File: src/rtl/counter_seq_ctl_pkg.sv
// Shared timer definitions: sequencer state encoding and mode constants.
package counter_seq_ctl_pkg;

    typedef enum logic [1:0] {
        ST_IDLE = 2'd0,
        ST_LOAD = 2'd1,
        ST_RUN  = 2'd2
    } state_t;

    localparam logic MODE_ONESHOT  = 1'b0;
    localparam logic MODE_PERIODIC = 1'b1;

endpackage

File: src/rtl/counter_seq_ctl_if.sv
// Control/status bundle of the timer; master drives commands, slave is the timer.
interface counter_seq_ctl_if #(
    parameter int WIDTH = 16
);
    logic             i_wr_reload;
    logic [WIDTH-1:0] i_din;
    logic             i_start;
    logic             i_stop;
    logic             i_mode;
    logic             i_tick;
    logic             i_clr_irq;
    logic [WIDTH-1:0] o_count;
    logic             o_running;
    logic             o_tc;
    logic             o_irq;

    modport master (
        output i_wr_reload, i_din, i_start, i_stop, i_mode, i_tick, i_clr_irq,
        input  o_count, o_running, o_tc, o_irq
    );

    modport slave (
        input  i_wr_reload, i_din, i_start, i_stop, i_mode, i_tick, i_clr_irq,
        output o_count, o_running, o_tc, o_irq
    );
endinterface

File: src/rtl/counter_seq_ctl_count_reg.sv
// Loadable down-counter built from a ripple chain of single-bit cells.
// Zero is the borrow falling out of the top cell: it is high only when every bit is 0.
module count_cell (
    input  logic i_clk,
    input  logic i_rst_n,
    input  logic i_load,
    input  logic i_en,
    input  logic i_ld_bit,
    input  logic i_borrow,
    output logic o_q,
    output logic o_borrow
);
    logic r_q;

    always_ff @(posedge i_clk or negedge i_rst_n) begin
        if (!i_rst_n) begin
            r_q <= 1'b0;
        end else if (i_load) begin
            r_q <= i_ld_bit;
        end else if (i_en) begin
            r_q <= r_q ^ i_borrow;
        end
    end

    assign o_q      = r_q;
    assign o_borrow = i_borrow & ~r_q;
endmodule

module count_reg #(
    parameter int WIDTH = 16
) (
    input  logic             i_clk,
    input  logic             i_rst_n,
    input  logic             i_load,
    input  logic             i_en,
    input  logic [WIDTH-1:0] i_ld_dat,
    output logic [WIDTH-1:0] o_count,
    output logic             o_zero
);
    // Each stage owns its borrow wire so the chain is not one self-referencing vector.
    for (genvar gi = 0; gi < WIDTH; gi++) begin : g_cell
        logic w_bin;
        logic w_bout;
        logic w_q;

        if (gi == 0) begin : g_lsb
            assign w_bin = 1'b1;
        end else begin : g_upper
            assign w_bin = g_cell[gi-1].w_bout;
        end

        count_cell u_cell (
            .i_clk    (i_clk),
            .i_rst_n  (i_rst_n),
            .i_load   (i_load),
            .i_en     (i_en),
            .i_ld_bit (i_ld_dat[gi]),
            .i_borrow (w_bin),
            .o_q      (w_q),
            .o_borrow (w_bout)
        );

        assign o_count[gi] = w_q;
    end

    assign o_zero = g_cell[WIDTH-1].w_bout;
endmodule

File: src/rtl/counter_seq_ctl.sv
// Timer sequencer IDLE -> LOAD -> RUN with one-shot/periodic expiry, sticky IRQ.
// TC is combinational in the expiry cycle; STOP outranks TICK and START.
module counter_seq_ctl
    import counter_seq_ctl_pkg::*;
#(
    parameter int WIDTH = 16
) (
    input  logic                i_clk,
    input  logic                i_rst_n,
    counter_seq_ctl_if.slave    bus
);
    state_t           r_state;
    logic [WIDTH-1:0] r_reload;
    logic             r_running;
    logic             r_irq;

    logic             w_zero;
    logic             w_step;
    logic             w_expire;
    logic             w_load;
    logic             w_en;
    logic [WIDTH-1:0] w_count;

    assign w_step   = (r_state == ST_RUN) && !bus.i_stop && bus.i_tick;
    assign w_expire = w_step && w_zero;
    assign w_en     = w_step && !w_zero;
    // A reload latched in the same cycle is not seen here; it waits for the next load.
    assign w_load   = (r_state == ST_LOAD) || (w_expire && (bus.i_mode == MODE_PERIODIC));

    count_reg #(.WIDTH(WIDTH)) u_count_reg (
        .i_clk    (i_clk),
        .i_rst_n  (i_rst_n),
        .i_load   (w_load),
        .i_en     (w_en),
        .i_ld_dat (r_reload),
        .o_count  (w_count),
        .o_zero   (w_zero)
    );

    always_ff @(posedge i_clk or negedge i_rst_n) begin
        if (!i_rst_n) begin
            r_state   <= ST_IDLE;
            r_reload  <= '0;
            r_running <= 1'b0;
            r_irq     <= 1'b0;
        end else begin
            if (bus.i_wr_reload) begin
                r_reload <= bus.i_din;
            end

            if (w_expire) begin
                r_irq <= 1'b1;
            end else if (bus.i_clr_irq) begin
                r_irq <= 1'b0;
            end

            case (r_state)
                ST_IDLE: begin
                    if (bus.i_start && !bus.i_stop) begin
                        r_state <= ST_LOAD;
                    end
                end
                ST_LOAD: begin
                    if (bus.i_stop) begin
                        r_state   <= ST_IDLE;
                        r_running <= 1'b0;
                    end else begin
                        r_state   <= ST_RUN;
                        r_running <= 1'b1;
                    end
                end
                ST_RUN: begin
                    if (bus.i_stop || (w_expire && (bus.i_mode == MODE_ONESHOT))) begin
                        r_state   <= ST_IDLE;
                        r_running <= 1'b0;
                    end
                end
                default: begin
                    r_state   <= ST_IDLE;
                    r_running <= 1'b0;
                end
            endcase
        end
    end

    assign bus.o_count   = w_count;
    assign bus.o_running = r_running;
    assign bus.o_tc      = w_expire;
    assign bus.o_irq     = r_irq;
endmodule

File: src/flat_wrapper.sv
// flat-port wrapper written by rule: the top's interface ports become plain ports
module counter_seq_ctl_flat import counter_seq_ctl_pkg::*;
#(
    parameter int WIDTH = 16
)
  (i_clk, i_rst_n, bus_i_wr_reload, bus_i_din, bus_i_start, bus_i_stop, bus_i_mode, bus_i_tick, bus_i_clr_irq, bus_o_count, bus_o_running, bus_o_tc, bus_o_irq);
  counter_seq_ctl_if #(.WIDTH(WIDTH)) bus_i ();
  input  logic i_clk;
  input  logic i_rst_n;
  input wire logic [$bits(bus_i.i_wr_reload)-1:0] bus_i_wr_reload;
  input wire logic [$bits(bus_i.i_din)-1:0] bus_i_din;
  input wire logic [$bits(bus_i.i_start)-1:0] bus_i_start;
  input wire logic [$bits(bus_i.i_stop)-1:0] bus_i_stop;
  input wire logic [$bits(bus_i.i_mode)-1:0] bus_i_mode;
  input wire logic [$bits(bus_i.i_tick)-1:0] bus_i_tick;
  input wire logic [$bits(bus_i.i_clr_irq)-1:0] bus_i_clr_irq;
  output wire logic [$bits(bus_i.o_count)-1:0] bus_o_count;
  output wire logic [$bits(bus_i.o_running)-1:0] bus_o_running;
  output wire logic [$bits(bus_i.o_tc)-1:0] bus_o_tc;
  output wire logic [$bits(bus_i.o_irq)-1:0] bus_o_irq;
  assign bus_i.i_wr_reload = bus_i_wr_reload;
  assign bus_i.i_din = bus_i_din;
  assign bus_i.i_start = bus_i_start;
  assign bus_i.i_stop = bus_i_stop;
  assign bus_i.i_mode = bus_i_mode;
  assign bus_i.i_tick = bus_i_tick;
  assign bus_i.i_clr_irq = bus_i_clr_irq;
  assign bus_o_count = bus_i.o_count;
  assign bus_o_running = bus_i.o_running;
  assign bus_o_tc = bus_i.o_tc;
  assign bus_o_irq = bus_i.o_irq;
  counter_seq_ctl #(.WIDTH(WIDTH)) u_core (.i_clk(i_clk), .i_rst_n(i_rst_n), .bus(bus_i));
endmodule
File: config.mk
export PLATFORM = sky130hd
export DESIGN_NAME = counter_seq_ctl_flat
export DESIGN_NICKNAME = d
export VERILOG_FILES = /design/src/rtl/counter_seq_ctl_pkg.sv /design/src/rtl/counter_seq_ctl_if.sv /design/src/rtl/counter_seq_ctl_count_reg.sv /design/src/rtl/counter_seq_ctl.sv /design/src/flat_wrapper.sv
export SDC_FILE = /design/constraint.sdc
export NUM_CORES = 1
export LEC_CHECK = 0
export ABC_CLOCK_PERIOD_IN_PS = 6000
export CORE_UTILIZATION = 53
export CTS_BUF_LIST = sky130_fd_sc_hd__clkbuf_8
export DETAILED_ROUTE_END_ITERATION = 12
export GPL_ROUTABILITY_DRIVEN = 1
export PLACE_DENSITY = 0.82
export SYNTH_ARGS = -nofsm -noshare
export SYNTH_HDL_FRONTEND = slang
export SYNTH_HIERARCHICAL = 1
export SYNTH_SLANG_ARGS = --single-unit
File: constraint.sdc
create_clock -name i_clk -period 6 [get_ports i_clk]
set_input_delay 1.2 -clock i_clk [delete_from_list [all_inputs] [get_ports i_clk]]
set_output_delay 1.2 -clock i_clk [all_outputs]
set_load 0.005 [all_outputs]
After elaboration in Yosys (flattened, before gate mapping)

Index checks and enable logic that the tools add are counted.

Word-level logic and storage cells: 129
Register bits after elaboration: 36
Output and inout port bits: 19
Input port bits: 24

Bitwise gates (word level): 48
Equality and inequality tests: 4
Muxes and demuxes: 41
Reduce and logical (&&, ||, !) cells: 16

Operators with widths:

| cell                                          | count |
|---|---|
| two-way mux 1 bit                             | 36 |
| NOT 1 bit                                     | 18 |
| AND 1 bit                                     | 15 |
| bitwise XOR 1 bit                             | 15 |
| logical AND 1 bit                             | 7 |
| two-way mux 2 bit                             | 3 |
| case mux 2 bit (3 select lines)               | 1 |
| AND reduction 2 bit                           | 2 |
| nonzero test 2 bit                            | 2 |
| case mux 1 bit (3 select lines)               | 1 |
| == test 2 x 1 -> 1 bit, second input constant | 1 |
| == test 2 bit, second input constant          | 1 |
| logical NOT 1 bit                             | 2 |
| logical NOT 2 bit                             | 1 |
| logical OR 1 bit                              | 2 |
| != test 2 x 1 -> 1 bit, second input constant | 1 |
| != test 2 bit, second input constant          | 1 |

Depth between registers and ports, before layout

Word-level depth: 21
Mapped depth: 21
Gate-level depth less buffers: 21

Cells and area by module

Netlist, hierarchy kept.

By module, submodules not included:

| module          | sequential area each (sq um) | times used | area each (sq um) | cells an instance |
|---|---|---|---|---|
| count_cell      | 25.0                         | 16         | 67.6              | 7 |
| counter_seq_ctl | 500.5                        | 1          | 849.6             | 54 |
| count_reg       | 0.0                          | 1          | 123.9             | 17 |

Worst setup path after synthesis

Ideal clock, no wire load.

Path kind: register to register
From: reg u_core.u_count_reg.g_cell[0].u_cell.r_q
To: reg u_core.u_count_reg.g_cell[0].u_cell.r_q
Path slack: 0.823 ns
Buffers on the path: 0
Clock period less this slack: 5.177 ns
Data required time: 5.756 ns
Setup time: 0.244 ns
Arrival: 4.933 ns
Cell stages (with the launch flop): 22
Cell sequence: dfrtp_1 > inv_1 > ha_1 > ha_1 > ha_1 > ha_1 > ha_1 > ha_1 > ha_1 > ha_1 > ha_1 > ha_1 > ha_1 > ha_1 > ha_1 > ha_1 > ha_1 > ha_1 > nand3_1 > o21ai_0 > nand2_1 > o31ai_2

Word-level cells in the longest chain between the ends: 20
Elaborated cells on any way between the ends: 24
Classes of those cells: mux (2); bitwise (16); reduce/logical (6)

RTL lines:

| item                                                           | line                            | text |
|---|---|---|
| from (decl)                                                    | counter_seq_ctl_count_reg.sv:13 | `logic r_q;` |
| from (signal assigned)                                         | counter_seq_ctl_count_reg.sv:19 | `r_q <= i_ld_bit;` |
| from (signal assigned)                                         | counter_seq_ctl_count_reg.sv:21 | `r_q <= r_q ^ i_borrow;` |
| NOT 1 bit (no line) *                                          | -                               |  |
| net u_core.u_count_reg.g_cell[0].w_bout                        | counter_seq_ctl_count_reg.sv:43 | `logic w_bout;` |
| AND 1 bit *                                                    | counter_seq_ctl_count_reg.sv:26 | `assign o_borrow = i_borrow & ~r_q;` |
| net u_core.u_count_reg.g_cell[1].w_bout                        | counter_seq_ctl_count_reg.sv:43 |  |
| AND 1 bit *                                                    | counter_seq_ctl_count_reg.sv:26 |  |
| net u_core.u_count_reg.g_cell[2].w_bout                        | counter_seq_ctl_count_reg.sv:43 |  |
| AND 1 bit *                                                    | counter_seq_ctl_count_reg.sv:26 |  |
| net u_core.u_count_reg.g_cell[3].w_bout                        | counter_seq_ctl_count_reg.sv:43 |  |
| [... 1 more ...]                                               | -                               |  |
| net u_core.u_count_reg.g_cell[4].w_bout                        | counter_seq_ctl_count_reg.sv:43 |  |
| [... 1 more ...]                                               | -                               |  |
| net u_core.u_count_reg.g_cell[5].w_bout                        | counter_seq_ctl_count_reg.sv:43 |  |
| [... 1 more ...]                                               | -                               |  |
| net u_core.u_count_reg.g_cell[6].w_bout                        | counter_seq_ctl_count_reg.sv:43 |  |
| [... 1 more ...]                                               | -                               |  |
| net u_core.u_count_reg.g_cell[7].w_bout                        | counter_seq_ctl_count_reg.sv:43 |  |
| [... 1 more ...]                                               | -                               |  |
| net u_core.u_count_reg.g_cell[8].w_bout                        | counter_seq_ctl_count_reg.sv:43 |  |
| [... 1 more ...]                                               | -                               |  |
| net u_core.u_count_reg.g_cell[10].w_bin                        | counter_seq_ctl_count_reg.sv:42 | `logic w_bin;` |
| [... 1 more ...]                                               | -                               |  |
| net u_core.u_count_reg.g_cell[10].w_bout                       | counter_seq_ctl_count_reg.sv:43 |  |
| [... 1 more ...]                                               | -                               |  |
| net u_core.u_count_reg.g_cell[11].w_bout                       | counter_seq_ctl_count_reg.sv:43 |  |
| [... 1 more ...]                                               | -                               |  |
| net u_core.u_count_reg.g_cell[12].w_bout                       | counter_seq_ctl_count_reg.sv:43 |  |
| [... 1 more ...]                                               | -                               |  |
| net u_core.u_count_reg.g_cell[13].w_bout                       | counter_seq_ctl_count_reg.sv:43 |  |
| [... 1 more ...]                                               | -                               |  |
| net u_core.u_count_reg.g_cell[14].w_bout                       | counter_seq_ctl_count_reg.sv:43 |  |
| AND 1 bit *                                                    | counter_seq_ctl_count_reg.sv:26 |  |
| net u_core.w_zero                                              | counter_seq_ctl.sv:17           | `logic w_zero;` |
| logical AND 1 bit *                                            | counter_seq_ctl.sv:25           | `assign w_expire = w_step && w_zero;` |
| logical AND 1 bit *                                            | counter_seq_ctl.sv:28           | `assign w_load = (r_state == ST_LOAD) \|\| (w_expire && (bus.i_mode == MODE_PERIODIC));` |
| logical OR 1 bit *                                             | counter_seq_ctl.sv:28           |  |
| net u_core.w_load                                              | counter_seq_ctl.sv:20           | `logic w_load;` |
| two-way mux 1 bit / nonzero test 2 bit (equally long branches) | -                               |  |

Mark *: on every way through the listed nets, which the timed path passes. The rest lies on a longest branch. The select of a mux whose other input is x is not followed.
A chain may end at the register's enable or synchronous reset.

Worst setup path after layout

From: reg u_core.u_count_reg.g_cell[0].u_cell.r_q
To: out bus_o_tc

Word-level cells in the longest chain between the ends: 17

RTL lines:

| item                                     | line                            | text |
|---|---|---|
| NOT 1 bit (no line)                      | -                               |  |
| net u_core.u_count_reg.g_cell[0].w_bout  | counter_seq_ctl_count_reg.sv:43 |  |
| AND 1 bit                                | counter_seq_ctl_count_reg.sv:26 |  |
| net u_core.u_count_reg.g_cell[1].w_bout  | counter_seq_ctl_count_reg.sv:43 |  |
| AND 1 bit                                | counter_seq_ctl_count_reg.sv:26 |  |
| net u_core.u_count_reg.g_cell[2].w_bout  | counter_seq_ctl_count_reg.sv:43 |  |
| AND 1 bit                                | counter_seq_ctl_count_reg.sv:26 |  |
| net u_core.u_count_reg.g_cell[3].w_bout  | counter_seq_ctl_count_reg.sv:43 |  |
| [... 1 more ...]                         | -                               |  |
| net u_core.u_count_reg.g_cell[4].w_bout  | counter_seq_ctl_count_reg.sv:43 |  |
| [... 1 more ...]                         | -                               |  |
| net u_core.u_count_reg.g_cell[5].w_bout  | counter_seq_ctl_count_reg.sv:43 |  |
| [... 1 more ...]                         | -                               |  |
| net u_core.u_count_reg.g_cell[6].w_bout  | counter_seq_ctl_count_reg.sv:43 |  |
| [... 1 more ...]                         | -                               |  |
| net u_core.u_count_reg.g_cell[7].w_bout  | counter_seq_ctl_count_reg.sv:43 |  |
| [... 1 more ...]                         | -                               |  |
| net u_core.u_count_reg.g_cell[8].w_bout  | counter_seq_ctl_count_reg.sv:43 |  |
| [... 1 more ...]                         | -                               |  |
| net u_core.u_count_reg.g_cell[10].w_bin  | counter_seq_ctl_count_reg.sv:42 |  |
| [... 1 more ...]                         | -                               |  |
| net u_core.u_count_reg.g_cell[10].w_bout | counter_seq_ctl_count_reg.sv:43 |  |
| [... 1 more ...]                         | -                               |  |
| net u_core.u_count_reg.g_cell[11].w_bout | counter_seq_ctl_count_reg.sv:43 |  |
| [... 1 more ...]                         | -                               |  |
| net u_core.u_count_reg.g_cell[12].w_bout | counter_seq_ctl_count_reg.sv:43 |  |
| AND 1 bit                                | counter_seq_ctl_count_reg.sv:26 |  |
| net u_core.u_count_reg.g_cell[13].w_bout | counter_seq_ctl_count_reg.sv:43 |  |
| AND 1 bit                                | counter_seq_ctl_count_reg.sv:26 |  |
| net u_core.u_count_reg.g_cell[14].w_bout | counter_seq_ctl_count_reg.sv:43 |  |
| AND 1 bit                                | counter_seq_ctl_count_reg.sv:26 |  |
| net u_core.w_zero                        | counter_seq_ctl.sv:17           |  |
| logical AND 1 bit                        | counter_seq_ctl.sv:25           |  |
| to (decl)                                | flat_wrapper.sv:19              | `output wire logic [$bits(bus_i.o_tc)-1:0] bus_o_tc;` |

The timed path passes the listed nets, and every way through them passes these cells.

==> metrics.txt <==
Arr. time, crit path 4.45 ns; asr flop ratio synth 100%; area taken by multi-input logic gates 945 sq um; RR Startpoint u_core/u_count_reg/g_cell[0].u_cell/o_q; clk_skew 0.00605 ns; CTS max path bufs 2; CTS tree done; postcts setup bufs 0; Num CTS Buffers 5; site row count 22; cell leakage power 1.15 nW; register bit total from synthesis 36; Area growth syn-to-layout 20.2%; setup TNS 0 ns; CP Capture Type output pin; pin count of the biggest net entering global routing 37; Post-DP HPWL 2470 um; Seq. cell area 901 sq um; IO buf count 42; post-CTS sizing 0; Worst Path Max Fanout 4; Hold Crit Start u_core/r_reload[9]; Tmin final 5.65 ns; status finished, final reports clean; GPL Wtd Cong 0.735; Hold Path Class flip-flop to flip-flop; dpl cell area 0.00239 sq mm; GRT Util Overall 19.2%; Post-Synthesis Cell Area 0.00205 sq mm; post-DR wirelength/cell 13.2 um; post-route ant nets 0; Die Y 64.3 um; setup ws final 0.353 ns; Routed WL 3460 um; EDFF count, synth 0; Clock transition at path regs 0.07 ns; Req. time, crit path 4.80 ns; Synth Net Count 223; dpl ws 0.637 ns; share of layout cells above drive strength 1 20.1%; Max-slew headroom 33.0%; crit path kind flip-flop to output pin; CTS Hold Buffers Added 0; die width 64.3 um; Final Hold Viols 0; initial antenna violation count 0; predominant post-synthesis flop cell dfrtp_1; vias in the first global route 1420; DR iter-0 viols 50; global-route wire length before repair 6030 um; period utilization 94.1%; First-pass DRT Iterations 4; Max IR drop VDD 0.000141 V; Fillers 301; GRT overflow 0; CTS Sinks 36; H-tree Lvls 2; RSZ-0062 raised after global routing false; via-per-instance ratio 5.19; Mapped Cells 183; unique cell type count in the Yosys netlist 22; Starting Density 55.7%; fmax 177 MHz; Setup crit start u_core/u_count_reg/g_cell[0].u_cell/o_q; Slew Viols, Final 0; CTS root buffer clkbuf_8; full die area 0.00413 sq mm; Seq/Total Area, Yosys 43.8%; worst skew pair latency 0.28 ns; Nets 254; Finished Cell Area 0.00247 sq mm; Mean Syn Cell Area 11.2 sq um; remaining routing DRC violations 0; Antenna Cells 0; placeable core region 0.00369 sq mm; yosys warns 6; Max-Cap Viols 0; Worst Setup Start Kind flip-flop; Ports 43; post-layout util 67.0%; final setup fails 0; flop-to-flop setup slack 1.12 ns; Via Count 1360; PD cells 284 mW/mm^2; Least-Margin Pin Slew 1.00 ns
## critical path, stage by stage, from the launching register on
cell             delay [ns]
dfrtp_1                0.38
inv_1                  0.06
ha_1                   0.18
ha_1                   0.20
ha_1                   0.19
ha_1                   0.19
ha_1                   0.20
ha_1                   0.20
ha_1                   0.20
ha_1                   0.20
ha_1                   0.20
ha_1                   0.20
ha_1                   0.20
ha_1                   0.19
ha_1                   0.19
ha_1                   0.19
ha_1                   0.20
ha_1                   0.24
nand2_1                0.09
inv_1                  0.04
clkdlybuf4s50_1        0.43
## layout by cell type, fill, tap and decap left out
cell	count
nand3_1	1
clkdlybuf4s50_1	41
nor2b_2	1
o21ai_4	1
or2_1	1
buf_2	1
clkinv_2	1
dfrtp_1	36
nor4b_1	2
mux2_2	6
and4bb_2	1
nor3_1	1
o31ai_2	16
ha_1	16
conb_1	1
mux2_4	10
nand2_1	17
and3b_1	1
clkbuf_8	5
o21ai_0	2
inv_1	20
a31o_2	1
and2_1	16
nor2_1	16
## cells by family (layout without fill, tap and decap cells)
logic type | after synthesis | count (layout) | synth area share (%)
simple gates | 57 | 57 | 13.9
flops | 36 | 36 | 43.8
other cells | 1 | 1 | 0.183
compound gates | 20 | 20 | 10.9
mux | 16 | 16 | 10.6
buf+inv | 37 | 68 | 10.8
fa+ha+maj | 16 | 16 | 9.74
## power by group
group | total [mW] | switching [mW] | internal (mW)
sequential | 0.326 | 0.0372 | 0.289
clock | 0.156 | 0.0793 | 0.0771
combinational | 0.220 | 0.0827 | 0.137
total | 0.702 | 0.199 | 0.503
## layout make-up
type,count,share of cell area [%]
inverter,19,2.89
multi-input combinational,110,38.2
tap,48,2.43
clock inverter,2,0.355
clock buffer,5,2.79
timing repair buffer,42,16.8
sequential,36,36.5
## state kept, by name, summed over array words and instances, names as in the netlist
name                                  flops
u_core/u_count_reg/g_cell.u_cell/o_q     16
u_core/r_state                            2
u_core/bus.o_running                      1
u_core/bus.o_irq                          1
u_core/r_reload                          16
## synth_stat cells (all sizes together) (2+ instances only)
cell type	count	area [sq um]
o21ai	3	15.0
nor2	16	60.1
buf	18	151
nand2	17	63.8
mux2	16	218
inv	19	71.3
dfrtp	36	901
ha	16	200
nor4b	2	17.5
and2	16	100
o31ai	16	200
## worst paths after layout
check                                                            to  cells past startpoint
min in group asynchronous  u_core/u_count_reg/g_cell[12].u_cell/o_q                      1
max reg2reg                 u_core/u_count_reg/g_cell[5].u_cell/o_q                     20
max in group asynchronous   u_core/u_count_reg/g_cell[2].u_cell/o_q                      1
min reg2reg                 u_core/u_count_reg/g_cell[9].u_cell/o_q                      2
min                         u_core/u_count_reg/g_cell[9].u_cell/o_q                      2
max                                                        bus_o_tc                     20
## through the flow
stage	power, mW	cells	hold WS, ns
after floorplan	0.481	183	0.445
after global placement	0.543	255	0.468
after detailed placement	0.552	255	0.479
after CTS	0.713	262	0.495
after global routing	0.753	262	0.518
final	0.702	262	0.488
## routing by layer
metal	share of wire, %	GRT usage [%]
met1	45	22.3
met2	49	32.9
met3	4.7	4.64
met4	1.5	9.17
met5	0	0
(Power assumes the default switching activity.)
